<file path="config.mk">
export PLATFORM = sky130hd
export DESIGN_NAME = calc_sequencer
export DESIGN_NICKNAME = d
export VERILOG_FILES = /design/src/rtl/calc_pkg.sv /design/src/rtl/dec_accum.sv /design/src/rtl/calc_sequencer.sv
export SDC_FILE = /design/constraint.sdc
export NUM_CORES = 1
export LEC_CHECK = 0
export BUFFER_PORTS_ARGS = -buffer_cell sky130_fd_sc_hd__clkbuf_2
export CAP_MARGIN = 40
export CORE_UTILIZATION = 45
export DETAILED_ROUTE_END_ITERATION = 12
export GPL_TIMING_DRIVEN = 0
export HOLD_SLACK_MARGIN = 0.05
export PLACE_DENSITY = 0.75
export SLEW_MARGIN = 40
export SYNTH_ARGS = -nofsm -noshare
export SYNTH_HDL_FRONTEND = slang
export SYNTH_HIERARCHICAL = 1
export SYNTH_SLANG_ARGS = --single-unit
</file>
<file path="constraint.sdc">
create_clock -name hz100 -period 2.8 [get_ports hz100]
set_input_delay 0.56 -clock hz100 [delete_from_list [all_inputs] [get_ports hz100]]
set_output_delay 0.56 -clock hz100 [all_outputs]
set_load 0.05 [all_outputs]
</file>
<file path="src/rtl/calc_pkg.sv">
// Shared types and constants for the pushbutton calculator sequencer.
package calc_pkg;

  typedef enum logic [2:0] {
    ENTER_A = 3'd0,
    ENTER_B = 3'd1,
    EXEC    = 3'd2,
    WAIT    = 3'd3,
    RESULT  = 3'd4,
    ERROR   = 3'd5
  } state_t;

  typedef enum logic [1:0] {
    OP_ADD = 2'd0,
    OP_SUB = 2'd1,
    OP_MUL = 2'd2,
    OP_DIV = 2'd3
  } op_t;

  localparam int MAX_OPERAND = 9999;
  localparam int MAX_DIGITS  = 4;

endpackage

</file>
<file path="src/rtl/dec_accum.sv">
// Decimal operand accumulator: shifts in one digit per strobe up to MAX_DIGITS.
module dec_accum #(
  parameter int OPW        = 14,
  parameter int MAX_DIGITS = 4,
  localparam int CW        = $clog2(MAX_DIGITS + 1)
) (
  input  logic           clk,
  input  logic           reset,
  input  logic           i_clear,
  input  logic           i_load,
  input  logic [OPW-1:0] i_load_value,
  input  logic [CW-1:0]  i_load_count,
  input  logic           i_digit_stb,
  input  logic [3:0]     i_digit,
  output logic [OPW-1:0] o_value,
  output logic           o_full
);
  import calc_pkg::*;

  logic [OPW-1:0] r_value;
  logic [CW-1:0]  r_count;
  logic [OPW-1:0] w_next_value;

  assign w_next_value = r_value * OPW'(10) + OPW'(i_digit);
  assign o_full       = (r_count >= CW'(MAX_DIGITS));
  assign o_value      = r_value;

  // Clear beats load beats digit; non-decimal keys never reach the value.
  always_ff @(posedge clk) begin
    if (reset || i_clear) begin
      r_value <= '0;
      r_count <= '0;
    end else if (i_load) begin
      r_value <= i_load_value;
      r_count <= i_load_count;
    end else if (i_digit_stb && (i_digit <= 4'd9) && !o_full) begin
      r_value <= w_next_value;
      r_count <= r_count + CW'(1);
    end
  end

endmodule

</file>
<file path="src/rtl/calc_sequencer.sv">
// Operand entry and ALU handshake sequencer for the pushbutton calculator.
module calc_sequencer #(
  parameter int MAX_DIGITS = calc_pkg::MAX_DIGITS,
  parameter int OPW        = 14,
  parameter int RESW       = 16,
  parameter int TIMEOUT    = 255
) (
  input  logic            hz100,
  input  logic            reset,
  input  logic            digit_valid,
  input  logic [3:0]      digit,
  input  logic            op_valid,
  input  logic [1:0]      op_code,
  input  logic            eq_valid,
  input  logic            clr_valid,
  input  logic            alu_done,
  input  logic [RESW-1:0] alu_result,
  input  logic            alu_err,
  output logic            alu_start,
  output logic [OPW-1:0]  alu_a,
  output logic [OPW-1:0]  alu_b,
  output logic [1:0]      alu_op,
  output logic [RESW-1:0] disp_value,
  output logic            disp_err,
  output logic [2:0]      state_o
);
  import calc_pkg::*;

  localparam int CW  = $clog2(MAX_DIGITS + 1);
  localparam int TCW = $clog2(TIMEOUT);

  state_t          r_state;
  op_t             r_op;
  logic [RESW-1:0] r_result;
  logic [TCW-1:0]  r_tcount;

  state_t          w_state_next;
  logic            w_clr, w_eq, w_op, w_dig;
  logic            w_a_clear, w_a_load, w_a_digit, w_a_full;
  logic [OPW-1:0]  w_a_load_value, w_a_value;
  logic [CW-1:0]   w_a_load_count;
  logic            w_b_clear, w_b_digit, w_b_full;
  logic [OPW-1:0]  w_b_value;
  logic            w_op_load, w_result_load, w_tcount_clear, w_tcount_inc;

  // Only the highest-priority strobe of a cycle is allowed to act.
  assign w_clr = clr_valid;
  assign w_eq  = eq_valid && !clr_valid;
  assign w_op  = op_valid && !clr_valid && !eq_valid;
  assign w_dig = digit_valid && !clr_valid && !eq_valid && !op_valid;

  dec_accum #(.OPW(OPW), .MAX_DIGITS(MAX_DIGITS)) u_acc_a (
    .clk(hz100), .reset(reset), .i_clear(w_a_clear), .i_load(w_a_load),
    .i_load_value(w_a_load_value), .i_load_count(w_a_load_count),
    .i_digit_stb(w_a_digit), .i_digit(digit), .o_value(w_a_value), .o_full(w_a_full)
  );

  dec_accum #(.OPW(OPW), .MAX_DIGITS(MAX_DIGITS)) u_acc_b (
    .clk(hz100), .reset(reset), .i_clear(w_b_clear), .i_load(1'b0),
    .i_load_value('0), .i_load_count('0),
    .i_digit_stb(w_b_digit), .i_digit(digit), .o_value(w_b_value), .o_full(w_b_full)
  );

  always_ff @(posedge hz100) begin
    if (reset) begin
      r_state  <= ENTER_A;
      r_op     <= OP_ADD;
      r_result <= '0;
      r_tcount <= '0;
    end else begin
      r_state <= w_state_next;
      if (w_op_load)     r_op     <= op_t'(op_code);
      if (w_result_load) r_result <= alu_result;
      if (w_tcount_clear)    r_tcount <= '0;
      else if (w_tcount_inc) r_tcount <= r_tcount + TCW'(1);
    end
  end

  always_comb begin
    w_state_next   = r_state;
    w_a_clear      = 1'b0;
    w_a_load       = 1'b0;
    w_a_load_value = '0;
    w_a_load_count = '0;
    w_a_digit      = 1'b0;
    w_b_clear      = 1'b0;
    w_b_digit      = 1'b0;
    w_op_load      = 1'b0;
    w_result_load  = 1'b0;
    w_tcount_clear = 1'b0;
    w_tcount_inc   = 1'b0;
    if (w_clr) begin
      w_a_clear    = 1'b1;
      w_b_clear    = 1'b1;
      w_state_next = ENTER_A;
    end else begin
      case (r_state)
        ENTER_A: begin
          if (w_op) begin
            w_op_load    = 1'b1;
            w_b_clear    = 1'b1;
            w_state_next = ENTER_B;
          end else if (w_dig && !w_a_full) begin
            w_a_digit = 1'b1;
          end
        end
        ENTER_B: begin
          if (w_eq)                      w_state_next = EXEC;
          else if (w_op)                 w_op_load = 1'b1;
          else if (w_dig && !w_b_full)   w_b_digit = 1'b1;
        end
        EXEC: begin
          w_tcount_clear = 1'b1;
          w_state_next   = WAIT;
        end
        // A done on the final timeout cycle still counts as a completion.
        WAIT: begin
          if (alu_done) begin
            if (alu_err) begin
              w_state_next = ERROR;
            end else begin
              w_result_load = 1'b1;
              w_state_next  = RESULT;
            end
          end else if (r_tcount == TCW'(TIMEOUT - 1)) begin
            w_state_next = ERROR;
          end else begin
            w_tcount_inc = 1'b1;
          end
        end
        // Chaining reuses the result as a full-width A so no more digits append to it.
        RESULT: begin
          if (w_op) begin
            if (r_result <= RESW'(MAX_OPERAND)) begin
              w_a_load       = 1'b1;
              w_a_load_value = r_result[OPW-1:0];
              w_a_load_count = CW'(MAX_DIGITS);
              w_op_load      = 1'b1;
              w_b_clear      = 1'b1;
              w_state_next   = ENTER_B;
            end else begin
              w_state_next = ERROR;
            end
          end else if (w_dig && (digit <= 4'd9)) begin
            w_a_load       = 1'b1;
            w_a_load_value = OPW'(digit);
            w_a_load_count = CW'(1);
            w_state_next   = ENTER_A;
          end
        end
        ERROR:   w_state_next = ERROR;
        default: w_state_next = ENTER_A;
      endcase
    end
  end

  // B is frozen through EXEC/WAIT, so showing it there holds the last displayed value.
  always_comb begin
    disp_value = '0;
    case (r_state)
      ENTER_A:             disp_value = RESW'(w_a_value);
      ENTER_B, EXEC, WAIT: disp_value = RESW'(w_b_value);
      RESULT:              disp_value = r_result;
      default:             disp_value = '0;
    endcase
  end

  assign alu_start = (r_state == EXEC);
  assign alu_a     = w_a_value;
  assign alu_b     = w_b_value;
  assign alu_op    = r_op;
  assign disp_err  = (r_state == ERROR);
  assign state_o   = r_state;

endmodule

</file>
==> results of run 1 <==
## timing repair
| action | CTS | global route |
|---|---|---|
| hold endpoints to repair | 0 | 0 |
| cloned | 0 | 0 |
| setup buffers | 10 | 4 |
| gates resized for setup | 23 | 44 |
| endpoints found under the setup margin | 33 | 33 |
| pin swaps | 16 | 13 |
## power groups by stage
stage | Sequential (uW) | Combinational (uW) | Clock [uW]
2_1_floorplan | 966 | 169 | 0
3_3_place_gp | 940 | 268 | 0
3_5_place_dp | 941 | 274 | 0
4_1_cts | 922 | 284 | 1310
5_1_grt | 923 | 327 | 1350
6_report | 923 | 300 | 1290
## cells by family after synthesis
family / count (synthesis)
buffers and inverters: 57
AOI/OAI and AO/OA: 164
other: 1
DFF: 63
adders and majority gates: 54
xor gates and xnor gates: 35
muxes: 33
and+or+nand+nor: 253
## worst reg2reg max path, cell delays in order (launching register included)
cell and delay [ps]:
dfxtp_4 390, ha_4 210, ha_4 170, fa_2 380, a21oi_2 150, o211ai_1 150
xnor2_1 280, nand4_1 170, or4b_4 560, xnor2_4 190, o22ai_1 80
## synth_stat cells, drive strengths merged (5+ instances only)
| master | instances |
|---|---|
| nor2 | 89 |
| dfxtp | 63 |
| a21oi | 62 |
| ha | 50 |
| nand2 | 49 |
| mux2i | 33 |
| clkbuf | 27 |
| o21ai | 22 |
| xnor2 | 21 |
| inv | 20 |
| a211oi | 17 |
| o22ai | 17 |
| xor2 | 14 |
| and2 | 13 |
| and3 | 12 |
| nand3 | 12 |
| buf | 10 |
| nand2b | 10 |
| nor2b | 10 |
| a21o | 8 |
| nand4 | 8 |
| nor3 | 8 |
| or2 | 7 |
| a31oi | 5 |
| nand3b | 5 |
| nor4 | 5 |
| nor4b | 5 |
| or3 | 5 |
## sequential cells by signal (all words and copies together), names as in the netlist
name and cells:
u_acc_a/o_value 14, u_acc_a/r_count 3, u_acc_b/r_count 3, u_acc_b/o_value 14, r_tcount 8, alu_op 2, r_result 16, state_o 3
## placed cells by master (no fill, tap or decap), types with 6 or more instances in the layout
cell / count
dfxtp_1: 45
clkbuf_2: 86
or2_2: 6
clkbuf_16: 9
and2_1: 13
conb_1: 20
xnor2_1: 16
ha_1: 40
nand3_1: 12
inv_1: 20
clkbuf_1: 19
buf_4: 14
nand4_1: 8
nand2_1: 48
nor2_1: 87
and3_1: 12
nand2b_1: 10
mux2i_1: 33
o22ai_1: 17
a211oi_1: 14
dfxtp_2: 13
xor2_1: 12
buf_2: 8
ha_4: 6
a21oi_1: 59
o21ai_0: 17
a21o_1: 7
nor2b_1: 10
nor3_1: 6
## routing by layer
| layer | share of wire | wire length (um) | vias to the layer above | GRT usage |
|---|---|---|---|---|
| met5 | 0 | 0 | - | 0 |
| met4 | 0.021 | 324 | 0 | 0.109 |
| met3 | 0.047 | 721 | 29 | 0.0379 |
| met2 | 0.52 | 8050 | 180 | 0.483 |
| met1 | 0.41 | 6290 | 2528 | 0.299 |
| li1 | - | - | 2595 | - |
## final cells by class
class	instances	area share
Buffer	37	0.0241
Clock buffer	12	0.0387
Clock inverter	3	0.0136
Inverter	20	0.0113
Multi-Input combinational cell	559	0.615
Sequential cell	63	0.195
Tap cell	140	0.0264
Timing Repair Buffer	93	0.0751
## per-stage QoR
step	setup slack (ps)	power (uW)	instances
global route	-120	2600	927
global placement	-464	1210	899
detailed placement	-446	1220	899
finish	-30.6	2520	927
CTS	1.45	2520	923
floorplan	-43.9	1130	679
## worst max-delay path by stage
stage                                          startpoint                               end  cells past startpoint
after global placement                          clr_valid  u_acc_a/o_value[10]$_SDFFE_PP0P_                     11
after CTS                 u_acc_a/o_value[3]$_SDFFE_PP0P_  u_acc_a/o_value[12]$_SDFFE_PP0P_                     10
after floorplan           u_acc_a/o_value[1]$_SDFFE_PP0P_  u_acc_a/o_value[12]$_SDFFE_PP0P_                     10
after detailed placement                        clr_valid  u_acc_a/o_value[10]$_SDFFE_PP0P_                     11
after global routing      u_acc_a/o_value[4]$_SDFFE_PP0P_  u_acc_a/o_value[12]$_SDFFE_PP0P_                      9
final                     u_acc_a/o_value[3]$_SDFFE_PP0P_  u_acc_a/o_value[12]$_SDFFE_PP0P_                     10
==> reports/results.txt, run 1 <==
Reg2reg setup slack: -30 ps
Complex-gate fraction of the synthesized area: 0.205
DRT Pass-1 Iters: 5
Multi-input gate area: 0.00408 mm^2
Drt first-iter violations: 431
Main combinational cell family by area after synthesis: simple AND/OR/NAND/NOR gates
Clk root buf: clkbuf_16
Syn-to-layout area delta: 27.6%
Instance area at placement: 0.00590 mm^2
Synth Area in Simple Gates: 0.250
Failing checks: negative setup slack
Avg Cell Area, Syn: 7.88 um^2
Top delay family on crit path: adder cells
WP buf/inv: 0
Post-synthesis sequential area ratio: 0.243
DRC: 0
Min cycle time layout: 2830 ps
EDFF count, synth: 0
Die Wd: 109 um
CTS Hold Bufs: 0
Status: finished, violations left
Fin. max-slew vios: 0
Hold depth: 3
Ranking of synthesized cells by area: dfxtp_1, ha_1, nor2_1, mux2i_1, a21oi_1
Maximum VDD drop: 0.218 mV
Clock power frac: 0.514
Ports: 81
CP Capture Type: flop
CP max-delay cell: or4b_4
Synth area leader: dfxtp_1
Clk slew on worst S/H paths: 50 ps
Reg-to-reg endpoint: u_acc_a/o_value[12]$_SDFFE_PP0P_
GRT Util Overall: 0.261
Reg2Reg Depth: 10
Final hold viol count: 0
Final WS setup: -30.6 ps
CORE AREA: 0.0110 mm^2
Power Density: 379 mW/mm^2
Ys async rst share: 0
Switch Pwr: 588 uW
Layout Utilization: 0.601
Setup violations, final: 1
CP most frequent cell: ha_4
Cell variety after synth: 67
Num CTS Buffers: 9
# clock sinks: 63
Routed wire per std cell: 16.6 um
Post-synthesis mux area share: 0.0635
Nets: 867
Critical Path AT: 3030 ps
Post-synth top area share: 0.243
Final hold slack: 477 ps
Placer Congestion: 0.946
GR Overflow Total: 0
Vias in the first global route: 5175
CP peak stage delay: 560 ps
Sw frac: 0.234
LEAKAGE: 0.00300 uW
Maximum fanout along the worst path: 5
Worst-Margin Slew: 603 ps
Vias: 5332
Hold path start: alu_result[0]
Antenna violations before repair: 0
Data required, critical path: 3000 ps
Clk Latency, worst-skew pair: 330 ps
Inserted Diodes: 0
Startpoint types: flop
Adder-Cell Fraction of Synth Area: 0.136
Detail Placement HPWL: 11400 um
Fin area: 0.00663 mm^2
Rel. slew slack: 0.594
Die Y: 109 um
Worst Clk Skew: 6.45 ps
Synthesized cell area: 0.00520 mm^2
Setup TNS: -30.6 ps
Die ar.: 0.0120 mm^2
Initial Utilization: 0.471
Synth warn: 6
Worst min path class: in -> reg
Max-cap violations: 0
CTS tree: built
Crit Reg-Reg Startpoint: u_acc_a/o_value[3]$_SDFFE_PP0P_
Period utilisation layout: 1.01
WL final: 15400 um
Fillers: 991
Fmax: 353 MHz
WS Path Type: reg -> reg
Synth Flop Type: dfxtp_1
XOR/XNOR Fraction of Synth Area: 0.0604
Seq pwr share: 0.367
Hold Crit Endpoint: r_result[0]$_SDFFE_PP0P_
I/O Buffers: 80
Logic gate share of total power: 0.119
Post-route ant nets: 0
Syn Inst Count: 660
First-pass GRT wire length: 24300 um
Largest net degree at the start of global routing: 11
# rows: 38
Clock Path Buffers: 2
Synthesized flop and latch total: 63
Routed vias/inst: 5.75
RSZ-0062 raised after global routing: yes
H-Tree Depth: 3
Int Power: 1930 uW
Crit-path cells: ha_4 -> ha_4 -> fa_2 -> a21oi_2 -> o211ai_1 -> xnor2_1 -> nand4_1 -> or4b_4 -> xnor2_4 -> o22ai_1
Sequential cell area: 0.00130 mm^2
Layout cells sized above 1: 0.252
(Power assumes the default switching activity.)
==> run 2, diff against run 1 <==
--- a/config.mk
+++ b/config.mk
@@ -7,11 +7,11 @@
 export LEC_CHECK = 0
 export BUFFER_PORTS_ARGS = -buffer_cell sky130_fd_sc_hd__clkbuf_2
 export CAP_MARGIN = 40
-export CORE_UTILIZATION = 45
+export CORE_UTILIZATION = 37
 export DETAILED_ROUTE_END_ITERATION = 12
 export GPL_TIMING_DRIVEN = 0
 export HOLD_SLACK_MARGIN = 0.05
-export PLACE_DENSITY = 0.75
+export PLACE_DENSITY = 0.65
 export SLEW_MARGIN = 40
 export SYNTH_ARGS = -nofsm -noshare
 export SYNTH_HDL_FRONTEND = slang
==> reports/results.txt, run 2 (synthesized netlist as in run 1, its figures left out) <==
Final WS setup: 39.2 ps
DRC: 0
Die Wd: 121 um
Period utilisation layout: 0.986
First-pass GRT wire length: 24400 um
CP Capture Type: flop
CP peak stage delay: 520 ps
Worst-Margin Slew: 589 ps
H-Tree Depth: 3
Most common cell after layout, fill and taps aside: clkbuf_2
Critical Path AT: 2970 ps
Setup violations, final: 0
CTS Hold Bufs: 0
Max-cap violations: 0
Fmax: 362 MHz
Ports: 81
Nets: 867
WL final: 14800 um
Clock Path Buffers: 2
Crit-path cells: ha_4 -> ha_4 -> fa_2 -> a21oi_2 -> o211ai_1 -> xnor2_1 -> nand4_1 -> or4b_4 -> xnor2_2 -> o22ai_1
Top delay family on crit path: adder cells
Drt first-iter violations: 296
Overall power: 2330 uW
Power Density: 354 mW/mm^2
Clk slew on worst S/H paths: 60 ps
Fillers: 1334
Routed vias/inst: 5.31
Post-place setup slack: -488 ps
Status: finished, final reports clean
CORE AREA: 0.0135 mm^2
Initial Utilization: 0.386
# placed instances: 935
Maximum VDD drop: 0.214 mV
Inserted Diodes: 0
Most frequent cells in the layout: clkbuf_2, nor2_1, a21oi_1, nand2_1, dfxtp_1
WS Path Type: reg -> reg
Vias in the first global route: 4859
Placer Congestion: 0.860
Fin cells: 964
Fin. max-slew vios: 0
Die Y: 121 um
WP buf/inv: 0
Max reg flops: 16
Top reg by flops: r_result
CP most frequent cell: ha_4
DRT Pass-1 Iters: 4
Post-route ant nets: 0
Data required, critical path: 3010 ps
# rows: 42
RSZ-0062 raised after global routing: yes
Num CTS Buffers: 9
Maximum fanout along the worst path: 3
LEAKAGE: 0.00297 uW
Final hold viol count: 0
Syn-to-layout area delta: 26.9%
Clk root buf: clkbuf_16
Clk Latency, worst-skew pair: 330 ps
CTS tree: built
# clock sinks: 63
Die ar.: 0.0145 mm^2
Min cycle time layout: 2760 ps
Worst min path class: in -> reg
CP max-delay cell: or4b_4
I/O Buffers: 80
Routed wire per std cell: 15.4 um
Rel. slew slack: 0.604
Vias: 5117
Layout cells sized above 1: 0.258
Startpoint types: flop
GR Overflow Total: 0
Largest net degree at the start of global routing: 12
Detail Placement HPWL: 11200 um
Antenna violations before repair: 0
GRT Util Overall: 0.211
Worst Clk Skew: 5.21 ps
## run 2: cell types whose count changed in the layout (fill, tap and decap cells not counted), sizes merged
cell,delta
bufinv,-2
clkinvlp,+1
clkinv,+3
buf,-3
clkbuf,+1
inv,+1
## run 2: area by class of cell
cell class,count,area (um^2),share of cell area
timing repair buffer,95,513,0.0778
sequential,63,1290,0.196
clock inverter,6,58.8,0.00892
multi-input combinational,559,4040,0.612
inverter,20,75.1,0.0114
clock buffer,10,239,0.0362
buffer,35,159,0.0241
tap,176,220,0.0334
## run 2: path summary, 6_finish.rpt
kind	from	endpoint	slack (ps)	depth (start not counted)
setup reg to reg	u_acc_a/o_value[1]$_SDFFE_PP0P_	u_acc_a/o_value[12]$_SDFFE_PP0P_	40	10
hold / removal	alu_result[10]	r_result[10]$_SDFFE_PP0P_	460	3
setup / recovery	u_acc_a/o_value[1]$_SDFFE_PP0P_	u_acc_a/o_value[12]$_SDFFE_PP0P_	40	10
hold reg to reg	alu_op[0]$_SDFFE_PP0P_	alu_op[0]$_SDFFE_PP0P_	480	2
## run 2: timing repair
| item | 4_1_cts | 5_1_grt |
|---|---|---|
| gates resized for setup | 24 | 39 |
| setup buffers | 11 | 4 |
| setup endpoints to repair | 31 | 35 |
| pin swaps | 14 | 20 |
## run 2: worst reg2reg max path: cells and delay by family (launching register included)
family / cells / cell delay [ps]
AOI/OAI and AO/OA: 3 / 390
xor gates and xnor gates: 2 / 410
adders and majority gates: 3 / 810
DFF: 1 / 350
and+or+nand+nor: 2 / 690
## run 2: through the flow
stage | cell area [um^2] | utilization | setup TNS (ps) | hold slack (ps)
2_1_floorplan | 5320 | - | -43.9 | 452
3_3_place_gp | 5940 | 0.442 | -8550 | 470
3_5_place_dp | 5940 | 0.442 | -7940 | 481
4_1_cts | 6440 | 0.479 | 0 | 465
5_1_grt | 6600 | 0.490 | -152 | 472
6_report | 6600 | 0.490 | 0 | 464
## run 2: routing by layer
layer	vias to the layer above	track usage	share of wire
met5	-	0	0
li1	2601	-	-
met1	2387	0.274	0.46
met2	110	0.363	0.48
met4	0	0.0679	0.020
met3	19	0.0226	0.037
## run 2: report_power, final
| group | internal (uW) | switching [uW] | leakage [uW] | total [uW] |
|---|---|---|---|---|
| clock | 708 | 404 | 0.000149 | 1110 |
| sequential | 906 | 16.9 | 0.000519 | 923 |
| combinational | 109 | 188 | 0.00230 | 298 |
| total | 1720 | 609 | 0.00297 | 2330 |
==> run 3, diff against run 2 <==
--- a/config.mk
+++ b/config.mk
@@ -5,6 +5,7 @@
 export SDC_FILE = /design/constraint.sdc
 export NUM_CORES = 1
 export LEC_CHECK = 0
+export ABC_AREA = 1
 export BUFFER_PORTS_ARGS = -buffer_cell sky130_fd_sc_hd__clkbuf_2
 export CAP_MARGIN = 40
 export CORE_UTILIZATION = 37
==> reports/results.txt, run 3 <==
Clk Latency, worst-skew pair: 330 ps
CTS tree: built
Fin. max-slew vios: 0
Clk slew on worst S/H paths: 60 ps
Clk root buf: clkbuf_16
Startpoint types: flop
Top reg by flops: r_result
Status: finished, final reports clean
WL final: 14900 um
Vias in the first global route: 5091
Most common cell after layout, fill and taps aside: nand2_1
Critical Path AT: 2070 ps
# rows: 44
WL met1: 7310 um
Final hold viol count: 0
DR WL met3: 670 um
Synthesized cell area: 0.00557 mm^2
Vias: 5547
Synthesized flop and latch total: 63
Final hold slack: 462 ps
I/O Buffers: 80
Post-synth top area share: 0.227
GR Overflow Total: 0
GRT Util Overall: 0.195
Die Wd: 125 um
Final WS setup: 165 ps
Int Power: 1600 uW
First-pass GRT wire length: 24800 um
Routed wire per std cell: 13.1 um
Max reg flops: 16
Inserted Diodes: 0
Worst min path class: in -> reg
Cell variety after synth: 45
Clock power frac: 0.445
Synth cell count leaders: nand2_1, inv_1, nor2_1
Synth area leader: dfxtp_1
Main combinational cell family by area after synthesis: simple AND/OR/NAND/NOR gates
Layout cells sized above 1: 0.215
Sequential cell area: 0.00126 mm^2
Die Y: 125 um
Overall power: 2220 uW
Syn Inst Count: 834
Rel. slew slack: 0.623
LEAKAGE: 0.00303 uW
Routed vias/inst: 4.90
Nets: 1028
Multi-input gate area: 0.00379 mm^2
Detail Placement HPWL: 11900 um
Max-cap violations: 0
Logic gate share of total power: 0.136
Syn-to-layout area delta: 17.4%
Synth Area in Simple Gates: 0.367
Layout Utilization: 0.448
Fmax: 380 MHz
Routed length on met2: 6710 um
Worst Clk Skew: 9.89 ps
Synth warn: 6
Drt first-iter violations: 273
Clock Path Buffers: 2
Top-count cell post-synth: nand2_1
H-Tree Depth: 3
Most frequent cells in the layout: nand2_1, inv_1, clkbuf_2, nor2_1, dfxtp_1
Seq pwr share: 0.419
Switch Pwr: 618 uW
Min cycle time layout: 2630 ps
Maximum VDD drop: 0.246 mV
Avg Cell Area, Syn: 6.67 um^2
Antenna violations before repair: 0
Data required, critical path: 2240 ps
CP Capture Type: output port
Sw frac: 0.279
Initial Utilization: 0.382
Worst-Margin Slew: 565 ps
WS Path Type: reg -> out
Power Density: 340 mW/mm^2
Fillers: 1539
Complex-gate fraction of the synthesized area: 0.142
Post-place setup slack: -89.5 ps
Ranking of synthesized cells by area: dfxtp_1, nand2_1, ha_1, inv_1, nand3_1
DRC: 0
Ports: 81
CORE AREA: 0.0146 mm^2
RSZ-0062 raised after global routing: no
Post-synthesis mux area share: 0
Adder-Cell Fraction of Synth Area: 0.127
XOR/XNOR Fraction of Synth Area: 0.0315
Largest net degree at the start of global routing: 11
Ys async rst share: 0
# clock sinks: 63
Period utilisation layout: 0.941
DRT Pass-1 Iters: 5
EDFF count, synth: 0
Maximum fanout along the worst path: 10
Die ar.: 0.0155 mm^2
Placer Congestion: 0.821
DR top layer: met4
Post-route ant nets: 0
Setup violations, final: 0
CTS Hold Bufs: 0
Synth Flop Type: dfxtp_1
Post-synthesis sequential area ratio: 0.227
Num CTS Buffers: 9
Post-CTS setup buffer count: 0
-- run 3: cell count changes in the layout (fill, tap and decap cells not counted), sizes merged, moves of 15 or more --
cell,previous run,this run
a211oi,17,2
clkbuf,117,101
inv,21,119
mux2i,33,0
nand2,49,246
nand3,12,72
o22ai,17,0
-- run 3: repair_timing --
| action | CTS | global route |
|---|---|---|
| gates resized for setup | 0 | 3 |
| endpoints found under the hold margin | 0 | 0 |
| setup endpoints to repair | 0 | 3 |
-- run 3: routing by layer --
layer | up-vias | GRT usage
met4 | 0 | 0.0454
li1 | 2903 | -
met1 | 2479 | 0.267
met2 | 149 | 0.316
met3 | 16 | 0.0335
met5 | - | 0
-- run 3: layout make-up --
type,instances,area share
timing repair buffer,80,0.0613
inverter,121,0.0695
multi-input combinational,648,0.581
tap,184,0.0352
sequential,63,0.193
clock inverter,4,0.00345
buffer,21,0.0203
clock buffer,12,0.0362
-- run 3: final timing paths --
| kind | slack (ps) | endpoint | cells past startpoint | from |
|---|---|---|---|---|
| hold / removal | 460 | r_result[0]$_SDFFE_PP0P_ | 3 | alu_result[0] |
| hold reg to reg | 470 | r_tcount[5]$_SDFFE_PP0P_ | 2 | r_tcount[5]$_SDFFE_PP0P_ |
| setup / recovery | 170 | disp_value[4] | 6 | state_o[0]$_SDFFE_PP0P_ |
| setup reg to reg | 220 | u_acc_a/o_value[10]$_SDFFE_PP0P_ | 12 | u_acc_a/o_value[1]$_SDFFE_PP0P_ |
-- run 3: power groups by stage --
stage          clock [uW]  sequential (uW)  combinational (uW)
6_report              989              930                 301
5_1_grt              1050              932                 335
4_1_cts              1010              930                 298
3_5_place_dp            0              949                 297
3_3_place_gp            0              949                 295
2_1_floorplan           0              979                 181
-- run 3: kinds of logic after synthesis --
| kind of cell | Yosys count |
|---|---|
| XOR/XNOR | 20 |
| AND/OR/NAND/NOR | 426 |
| buffers and inverters | 142 |
| AO/OA/AOI/OAI | 128 |
| flip-flops | 63 |
| other | 1 |
| adder cells (fa/ha/maj) | 54 |
-- run 3: metrics by stage --
step	instance area [um^2]	cells	TNS, ps
3_3_place_gp	6270	1117	-164
4_1_cts	6530	1133	0
6_report	6530	1133	0
2_1_floorplan	5640	853	0
3_5_place_dp	6270	1117	-165
5_1_grt	6530	1133	0
-- run 3: critical path, stage by stage (launching register included) --
cell and delay [ps]:
dfxtp_1 500, nor2_2 110, nor2_1 280, buf_2 270
nand2_1 120, o211ai_1 140, clkbuf_2 320
